[src/rtl/int_ctrl.sv]
// int_ctrl: interrupt controller with pending/mask/mode registers and fixed priority.
// Define INTC_SYNC_EN to add a two-flop synchronizer on HWINT_I.
module int_ctrl #(
  parameter int NSRC = 6
) (
  input  logic            CLK_I,
  input  logic            RST_I,
  input  logic [3:2]      ADD_I,
  input  logic            WE_I,
  input  logic [31:0]     DAT_I,
  output logic [31:0]     DAT_O,
  input  logic [NSRC-1:0] HWINT_I,
  input  logic            INT_ACK_I,
  output logic            IRQ_O
);

  typedef enum logic [1:0] {
    IDLE,
    REQ,
    SVC
  } state_t;

  state_t          state_q, state_d;
  logic [NSRC-1:0] mask_q, mode_q, pend_q, prev_q;
  logic [NSRC-1:0] pend_d, src, rise, active;
  logic [NSRC-1:0] w1c, ack_clr;
  logic [2:0]      id_q, id_d, win_id;
  logic            valid_q, valid_d;
  logic            irq_q, irq_d;
  logic            ack_take, eoi;
  logic            unused_dat;

  assign unused_dat = ^DAT_I[31:NSRC];

`ifdef INTC_SYNC_EN
  logic [NSRC-1:0] sync1_q, sync2_q;

  always_ff @(posedge CLK_I) begin
    if (RST_I) begin
      sync1_q <= '0;
      sync2_q <= '0;
    end else begin
      sync1_q <= HWINT_I;
      sync2_q <= sync1_q;
    end
  end

  assign src = sync2_q;
`else
  assign src = HWINT_I;
`endif

  assign rise     = src & ~prev_q;
  assign active   = pend_q & mask_q;
  assign ack_take = (state_q == REQ) && INT_ACK_I;
  assign eoi      = (state_q == SVC) && WE_I
                    && (ADD_I == 2'b11);
  assign w1c      = (WE_I && ADD_I == 2'b01)
                    ? DAT_I[NSRC-1:0] : '0;

  // Lowest index wins: scan downward so the last hit is the smallest.
  always_comb begin
    win_id = '0;
    for (int i = NSRC - 1; i >= 0; i--) begin
      if (active[i]) win_id = 3'(i);
    end
  end

  always_comb begin
    ack_clr = '0;
    for (int i = 0; i < NSRC; i++) begin
      ack_clr[i] = ack_take && (win_id == 3'(i))
                   && mode_q[i];
    end
  end

  // Edge bits: a new rise beats any clear in the same cycle.
  assign pend_d = (mode_q & (rise | (pend_q & ~w1c & ~ack_clr)))
                | (~mode_q & src);

  always_comb begin
    state_d = state_q;
    irq_d   = irq_q;
    valid_d = valid_q;
    id_d    = id_q;
    unique case (state_q)
      IDLE: begin
        if (|active) begin
          state_d = REQ;
          irq_d   = 1'b1;
        end
      end
      REQ: begin
        if (INT_ACK_I) begin
          state_d = SVC;
          irq_d   = 1'b0;
          valid_d = 1'b1;
          id_d    = win_id;
        end else if (~|active) begin
          state_d = IDLE;
          irq_d   = 1'b0;
        end
      end
      SVC: begin
        irq_d = 1'b0;
        if (eoi) begin
          state_d = IDLE;
          valid_d = 1'b0;
        end
      end
      default: begin
        state_d = IDLE;
        irq_d   = 1'b0;
      end
    endcase
  end

  always_ff @(posedge CLK_I) begin
    if (RST_I) begin
      state_q <= IDLE;
      irq_q   <= 1'b0;
      valid_q <= 1'b0;
      id_q    <= '0;
      mask_q  <= '0;
      mode_q  <= '0;
      pend_q  <= '0;
      prev_q  <= '0;
    end else begin
      state_q <= state_d;
      irq_q   <= irq_d;
      valid_q <= valid_d;
      id_q    <= id_d;
      pend_q  <= pend_d;
      prev_q  <= src;
      if (WE_I && ADD_I == 2'b00) mask_q <= DAT_I[NSRC-1:0];
      if (WE_I && ADD_I == 2'b10) mode_q <= DAT_I[NSRC-1:0];
    end
  end

  always_comb begin
    DAT_O = '0;
    unique case (ADD_I)
      2'b00: DAT_O[NSRC-1:0] = mask_q;
      2'b01: DAT_O[NSRC-1:0] = pend_q;
      2'b10: DAT_O[NSRC-1:0] = mode_q;
      2'b11: DAT_O = {valid_q, 28'b0, id_q};
      default: DAT_O = '0;
    endcase
  end

  assign IRQ_O = irq_q;

endmodule
[config.mk]
export PLATFORM = sky130hd
export DESIGN_NAME = int_ctrl
export DESIGN_NICKNAME = d
export VERILOG_FILES = /design/src/rtl/int_ctrl.sv
export SDC_FILE = /design/constraint.sdc
export NUM_CORES = 1
export LEC_CHECK = 0
export BUFFER_PORTS_ARGS = -buffer_cell sky130_fd_sc_hd__buf_2
export CAP_MARGIN = 20
export CORE_MARGIN = 2
export CORE_UTILIZATION = 46
export DETAILED_ROUTE_END_ITERATION = 16
export GPL_TIMING_DRIVEN = 0
export PLACE_DENSITY_LB_ADDON = 0.08
export SLEW_MARGIN = 40
export SYNTH_ARGS = -nofsm -noshare
export SYNTH_HDL_FRONTEND = slang
export SYNTH_SLANG_ARGS = --single-unit
[constraint.sdc]
create_clock -name CLK_I -period 1.5 [get_ports CLK_I]
set_input_delay 0.3 -clock CLK_I [delete_from_list [all_inputs] [get_ports CLK_I]]
set_output_delay 0.3 -clock CLK_I [all_outputs]
set_load 0.01 [all_outputs]
== Yosys cells after proc, flatten, opt, wreduce, memory -nomap -nowiden ==
Index checks and enable logic that the tools add are counted.

* Equal/unequal tests: 14
* Multiplexer cells: 21
* Bitwise logic cells: 12
* Reduce and logical (&&, ||, !) cells: 27

{| class="wikitable"
|+ Operator list
! cell !! number
|-
| $and 6x6->6 || 6
|-
| $mux 26 || 1
|-
| $not 6->6 || 4
|-
| $pmux 6 s4 || 1
|-
| $logic_and 1x1->1 || 18
|-
| $mux 3 || 6
|-
| $or 6x6->6 || 2
|-
| $mux 2 || 4
|-
| $eq 2x2->1 const B || 3
|-
| $eq 3x2->1 const B || 2
|-
| $eq 3x3->1 const B || 2
|-
| $mux 6 || 1
|-
| $ne 2x2->1 const B || 3
|-
| $pmux 2 s3 || 1
|-
| $reduce_and 3->1 || 2
|-
| $reduce_or 6->1 || 1
|-
| $mux 1 || 5
|-
| $eq 2x1->1 const B || 2
|-
| $logic_not 2->1 || 2
|-
| $pmux 1 s2 || 2
|-
| $reduce_and 2->1 || 2
|-
| $eq 3x1->1 const B || 1
|-
| $logic_not 3->1 || 1
|-
| $ne 3x3->1 const B || 1
|-
| $reduce_bool 2->1 || 1
|}

* Flip-flop bits (word level): 31
* Output and inout bits: 33
* Logic and storage cells: 82

== Logic depth before layout (Yosys ltp) ==
Gate-level depths: netlist of the first run.

* Depth after elaboration: 15
* Depth in mapped cells: 5

== Worst setup path after synthesis of the first run ==
OpenSTA, ideal clock, no wires.

* Path type: input to output
* Start point: input ADD_I[2] (netlist bit)
* End point: output DAT_O[0]
* Data arrival time: 968 ps
* Data required time: 1,200 ps
* Setup slack: 232 ps
* Stages: 2
* Path buffers: 1
* Cells stage by stage: buf_4 mux4_2

* Cells in the longest elaborated chain, start to end: 2
* Elaborated cells between the ends (all ways): 5
* Classes of those cells: 3 x eq/ne; 1 x mux; 1 x reduce/logical

{| class="wikitable"
|+ Ends and longest elaborated chain
! what !! line !! text
|-
| start: declaration || 8 || <nowiki>input logic [3:2] ADD_I,</nowiki>
|-
| $eq 2x2->1, or another cell as far along || 142 || <nowiki>unique case (ADD_I)</nowiki>
|-
| $pmux 6 s4 (*) || 142 ||
|-
| end: declaration || 11 || <nowiki>output logic [31:0] DAT_O,</nowiki>
|}

Mark *: on every way between the ends. The rest lies on a longest branch, timed or not.

== Worst setup path in the final report of the first run ==
* Start point: register pend_q[2]
* End point: output DAT_O[2]

* Cells in the longest elaborated chain, start to end: 1

{| class="wikitable"
|+ Ends and longest elaborated chain
! what !! line !! text
|-
| start: declaration || 24 || <nowiki>logic [NSRC-1:0] mask_q, mode_q, pend_q, prev_q;</nowiki>
|-
| start signal: assignment || 133 || <nowiki>pend_q <= pend_d;</nowiki>
|-
| $pmux 6 s4 || 142 ||
|}

No other way between the ends.

==> results of run 1 <==
-- logic make-up after synthesis --
kind of cell	count (synthesis)	share of synthesized area, %
buffers and inverters	32	13.5
other	1	0.229
AND/OR/NAND/NOR	67	21.2
flip-flops	31	37.9
AO/OA/AOI/OAI	31	13.9
multiplexers	18	13.3
-- registers in the layout, indices dropped and copies added, names as in the netlist --
name and flops:
mode_q 6, pend_q 6, IRQ_O 1, id_q 3
state_q 2, mask_q 6, prev_q 6, valid_q 1
-- path summary, 6_finish.rpt --
check,startpoint,endpoint,slack (ps),depth (start not counted)
worst max-delay path,pend_q[2],DAT_O[2],-100,2
worst min-delay path,INT_ACK_I,state_q[0],190,2
worst max register to register,mask_q[1],pend_q[2],30,5
worst min register to register,id_q[0],id_q[0],470,2
-- worst max-delay path, delay by kind of cell, from the launching register on --
kind,cells,cell delay [ps]
flip-flops,1,370
buffers and inverters,1,140
multiplexers,1,460
-- what timing repair did --
item	CTS	global route
endpoints found under the hold margin	0	0
resized for setup	17	10
setup buffers	5	7
pin swaps	0	9
hold buffers	0	0
endpoints found under the setup margin	3	10
gates cloned	0	0
-- per-layer routing --
layer	track usage (%)	vias to the layer above	share of wire (%)
li1	-	720	-
met1	23.5	689	39
met2	38.6	58	53
met3	4.64	3	7.2
met4	5.71	0	0.56
met5	0	-	0
-- power by group --
group	internal, mW	switching (mW)	total (mW)
clock network	0.276	0.280	0.556
registers	0.852	0.0282	0.880
logic	0.143	0.146	0.290
-- synthesized netlist by cell type, drive strengths merged, types with 3 or more instances --
master | instances | area share (%)
nor2b | 7 | 2.7
mux2i | 15 | 9.2
o21ai | 9 | 2.7
nand4 | 5 | 1.9
nand2 | 26 | 6.0
a22oi | 3 | 1.7
dfxtp | 31 | 38
a21oi | 6 | 1.8
nand3b | 3 | 1.6
mux4 | 3 | 4.1
buf | 29 | 13
nor2 | 12 | 2.7
nand2b | 4 | 1.5
-- area by class of cell --
type	instances	area share (%)
Buffer	31	10.4
Clock buffer	8	3.19
Inverter	1	0.174
Multi-Input combinational cell	141	42.7
Sequential cell	31	29.9
Tap cell	46	2.67
Timing Repair Buffer	36	11.0
-- through the flow --
step / setup TNS (ps) / hold slack, ps / cells
after CTS: -295 / 181 / 287
after global routing: -452 / 189 / 294
after global placement: -253 / 448 / 274
after floorplan: 0 / 398 / 204
final: -267 / 187 / 294
after detailed placement: -295 / 457 / 274
==> flow_metrics.env, run 1 <==
export IMPL_status="complete, but fails checks"
export IMPL_violations="setup timing"
export IMPL_diodes=0
export IMPL_drt_iter0_drc=49
export IMPL_grt_max_degree=11
export IMPL_die_y_um=63.7
export IMPL_crit_required_ps=1200
export IMPL_skew_ps=11.9
export IMPL_setup_viol=3
export IMPL_cts_max_level=2
export IMPL_criticalPathCategory="reg2out"
export IMPL_netlist_area_um2=1640
export IMPL_rsz0062_at_grt="yes"
export IMPL_wl_per_cell_um=14.0
export IMPL_gp_congestion=0.854
export IMPL_dieArea_um2=4050
export IMPL_cap_violations=0
export IMPL_die_w_um=63.7
export IMPL_synth_area_per_cell_um2=9.10
export IMPL_fillers=305
export IMPL_drive_gt1_share_pct=37.9
export IMPL_critPathArrivalTime_ps=1300
export IMPL_start_util_pct=48.3
export IMPL_cp_end_kind="output port"
export IMPL_report_final_slew_viol_count=0
export IMPL_power_density_nw_per_um2=801
export IMPL_synth_seq_cells=31
export IMPL_drt_total_wl_um=4110
export IMPL_viasPerCell=5.00
export IMPL_slowest_delay_ps=460
export IMPL_hold_viol=0
export IMPL_dp_slack_ps=-101
export IMPL_synth_edf_count=0
export IMPL_clk_pin_slew_ps=100
export IMPL_mostFrequentLayoutCell="buf_4"
export IMPL_clock_latency_ps=330
export IMPL_drt_pass1_iter_count=4
export IMPL_nNetsFinal=291
export IMPL_grt_pass1_wl_um=6400
export IMPL_p_leak_nw=0.987
export IMPL_root_buffer="clkbuf_4"
export IMPL_vias=1470
export IMPL_ir_drop_mv=0.711
export IMPL_place_area_um2=1910
export IMPL_timing_final_ws_setup_ps=-95.8
export IMPL_worstSetupStartpointType="flop"
export IMPL_yosys_warnings=0
export IMPL_syn_instance_count=180
export IMPL_grt_pass1_vias=1356
export IMPL_hold_class="in2reg"
export IMPL_async_flop_share_pct=0
export IMPL_layout_common_cells="buf_4, nand2_1, conb_1"
export IMPL_cts_sinks=31
export IMPL_final_area_um2=2150
export IMPL_dp_hpwl_um=2780
export IMPL_numCtsBuffers=5
export IMPL_total_power_mw=1.73
export IMPL_core_area_um2=3390
export IMPL_grt_total_usage_pct=20.7
export IMPL_antenna_left=0
export IMPL_gr_total_overflow=0
export IMPL_tightest_slew_ps=521
export IMPL_fin_util_pct=63.6
export IMPL_worstPathMaxFanout=5
export IMPL_pin_count=77
export IMPL_min_period_ps=1600
export IMPL_synthDistinctLibCells=36
export IMPL_cts_tree="done"
export IMPL_synth_seq_area_share_pct=37.9
export IMPL_slew_headroom_pct=65.2
export IMPL_drc=0
export IMPL_period_share_pct=106
export IMPL_critPathSlowestCell="mux4_2"
export IMPL_ys_flop_type="dfxtp_1"
export IMPL_crit_chain="mux4_2, buf_6"
export IMPL_multi_input_area_um2=920
export IMPL_timing_fmax_mhz=627
export IMPL_rows=21
export IMPL_antenna_found_initial=0
export IMPL_seqCellArea_um2=644
export IMPL_port_buffer_count=24
export IMPL_area_delta_synth_final_pct=31.6
export IMPL_cts_buffer_depth=2
No activity file was read; power rests on OpenSTA's default activity.
==> run 2: changes to the inputs <==
SKIP_CTS_REPAIR_TIMING = 1   (was not set)
==> run 2 against run 1 <==
Net effect: via count shrank 3.3%; maximum frequency shrank 0.77%; worst setup slack lost 12 ps; cell area shrank 7.2%; total power shrank 1.7%; die area is the same; routed wire length shrank 8.8%; first-iteration DRC count grew 10%; critical path depth is the same; combinational power shrank 12%; count of clock-buffer cells in the layout is the same; utilization shrank 4.6 points; the flow still finishes with violations (setup timing); critical path type unchanged.
==> flow_metrics.env, run 2 (synthesis results as in run 1) <==
export IMPL_antenna_found_initial=0
export IMPL_drt_iter0_drc=54
export IMPL_min_period_ps=1610
export IMPL_crit_required_ps=1200
export IMPL_dp_cells=274
export IMPL_slew_headroom_pct=65.8
export IMPL_diodes=0
export IMPL_grt_max_degree=11
export IMPL_timing_hold_ws_ps=191
export IMPL_die_y_um=63.7
export IMPL_total_power_mw=1.70
export IMPL_reg2reg_to="pend_q[0]"
export IMPL_criticalPathCategory="reg2out"
export IMPL_nNetsFinal=279
export IMPL_power_density_nw_per_um2=848
export IMPL_hold_class="in2reg"
export IMPL_grt_pass1_vias=1298
export IMPL_cts_buffer_depth=2
export IMPL_skew_ps=6.93
export IMPL_r2r_start="pend_q[3]"
export IMPL_worstPathMaxFanout=5
export IMPL_root_buffer="clkbuf_4"
export IMPL_fin_cells=282
export IMPL_cts_sinks=31
export IMPL_p_sw_share_pct=25.9
export IMPL_switchingPower_uw=440
export IMPL_timing_fmax_mhz=622
export IMPL_place_area_um2=1910
export IMPL_setup_viol=3
export IMPL_gp_congestion=0.854
export IMPL_die_w_um=63.7
export IMPL_hold_viol=0
export IMPL_internal_power_mw=1.26
export IMPL_critPathArrivalTime_ps=1310
export IMPL_dp_hpwl_um=2780
export IMPL_report_final_slew_viol_count=0
export IMPL_cts_max_level=2
export IMPL_grt_total_usage_pct=19.4
export IMPL_cts_tree="done"
export IMPL_p_leak_nw=0.913
export IMPL_port_buffer_count=24
export IMPL_area_delta_synth_final_pct=22.1
export IMPL_cap_violations=0
export IMPL_pin_count=77
export IMPL_viasPerCell=5.04
export IMPL_core_area_um2=3390
export IMPL_power_share_clock_pct=32.5
export IMPL_seq_power_share_pct=52.5
export IMPL_period_share_pct=107
export IMPL_drt_total_wl_um=3750
export IMPL_violations="setup timing"
export IMPL_wl_per_cell_um=13.3
export IMPL_timing_final_ws_setup_ps=-108
export IMPL_reg2reg_depth=4
export IMPL_worstSetupEndpoint="DAT_O[1]"
export IMPL_drive_gt1_share_pct=33.5
export IMPL_dieArea_um2=4050
export IMPL_antenna_left=0
export IMPL_final_area_um2=2000
export IMPL_rows=21
export IMPL_status="complete, but fails checks"
export IMPL_combPwrFrac_pct=15.0
export IMPL_vias=1421
export IMPL_layout_common_cells="buf_4, nand2_1, buf_2"
export IMPL_rrSetupSlack_ps=90
export IMPL_rsz0062_at_grt="yes"
export IMPL_ir_drop_mv=0.673
export IMPL_gr_total_overflow=0
export IMPL_totalNegativeSetupSlack_ps=-305
export IMPL_drc=0
export IMPL_grt_pass1_wl_um=6060
export IMPL_numCtsBuffers=5
export IMPL_start_util_pct=48.3
export IMPL_cp_end_kind="output port"
export IMPL_fin_util_pct=59.0
export IMPL_dp_slack_ps=-101
export IMPL_clock_latency_ps=330
export IMPL_clk_pin_slew_ps=100
export IMPL_worstSetupStartpointType="flop"
export IMPL_drt_pass1_iter_count=4
export IMPL_critPathLaunch="mask_q[1]"
export IMPL_tightest_slew_ps=512
-- run 2: cell type report --
class / count / area, um^2
Timing Repair Buffer: 24 / 120
Buffer: 31 / 220
Inverter: 1 / 3.75
Clock buffer: 8 / 68.8
Tap cell: 46 / 57.6
Fill cell: 324 / 1390
Sequential cell: 31 / 631
Multi-Input combinational cell: 141 / 898
-- run 2: how the worst min path moves through the flow --
stage	start	to	slack (ps)	depth (start not counted)
floorplan	INT_ACK_I	state_q[0]	400	1
global placement	id_q[1]	id_q[1]	450	2
detailed placement	id_q[2]	id_q[2]	460	2
CTS	INT_ACK_I	state_q[0]	180	2
global route	INT_ACK_I	state_q[0]	190	2
finish	INT_ACK_I	state_q[0]	190	2
-- run 2: layer usage --
layer  part of all wire (%)  global-route usage (%)
met4                    1.1                    5.71
met1                     39                    22.3
met2                     50                    35.4
met3                    9.4                    4.64
met5                      0                       0
-- run 2: power by group through the flow --
| stage | clock (mW) | combinational (mW) | sequential, mW |
|---|---|---|---|
| global placement | 0 | 0.243 | 0.903 |
| CTS | 0.563 | 0.250 | 0.887 |
| global route | 0.612 | 0.279 | 0.896 |
| finish | 0.552 | 0.254 | 0.890 |
| floorplan | 0 | 0.184 | 0.898 |
| detailed placement | 0 | 0.248 | 0.906 |
-- run 2: worst max-delay path, stage by stage (launching register included) --
cell	delay, ps
dfxtp_2	360
mux4_2	470
buf_2	160
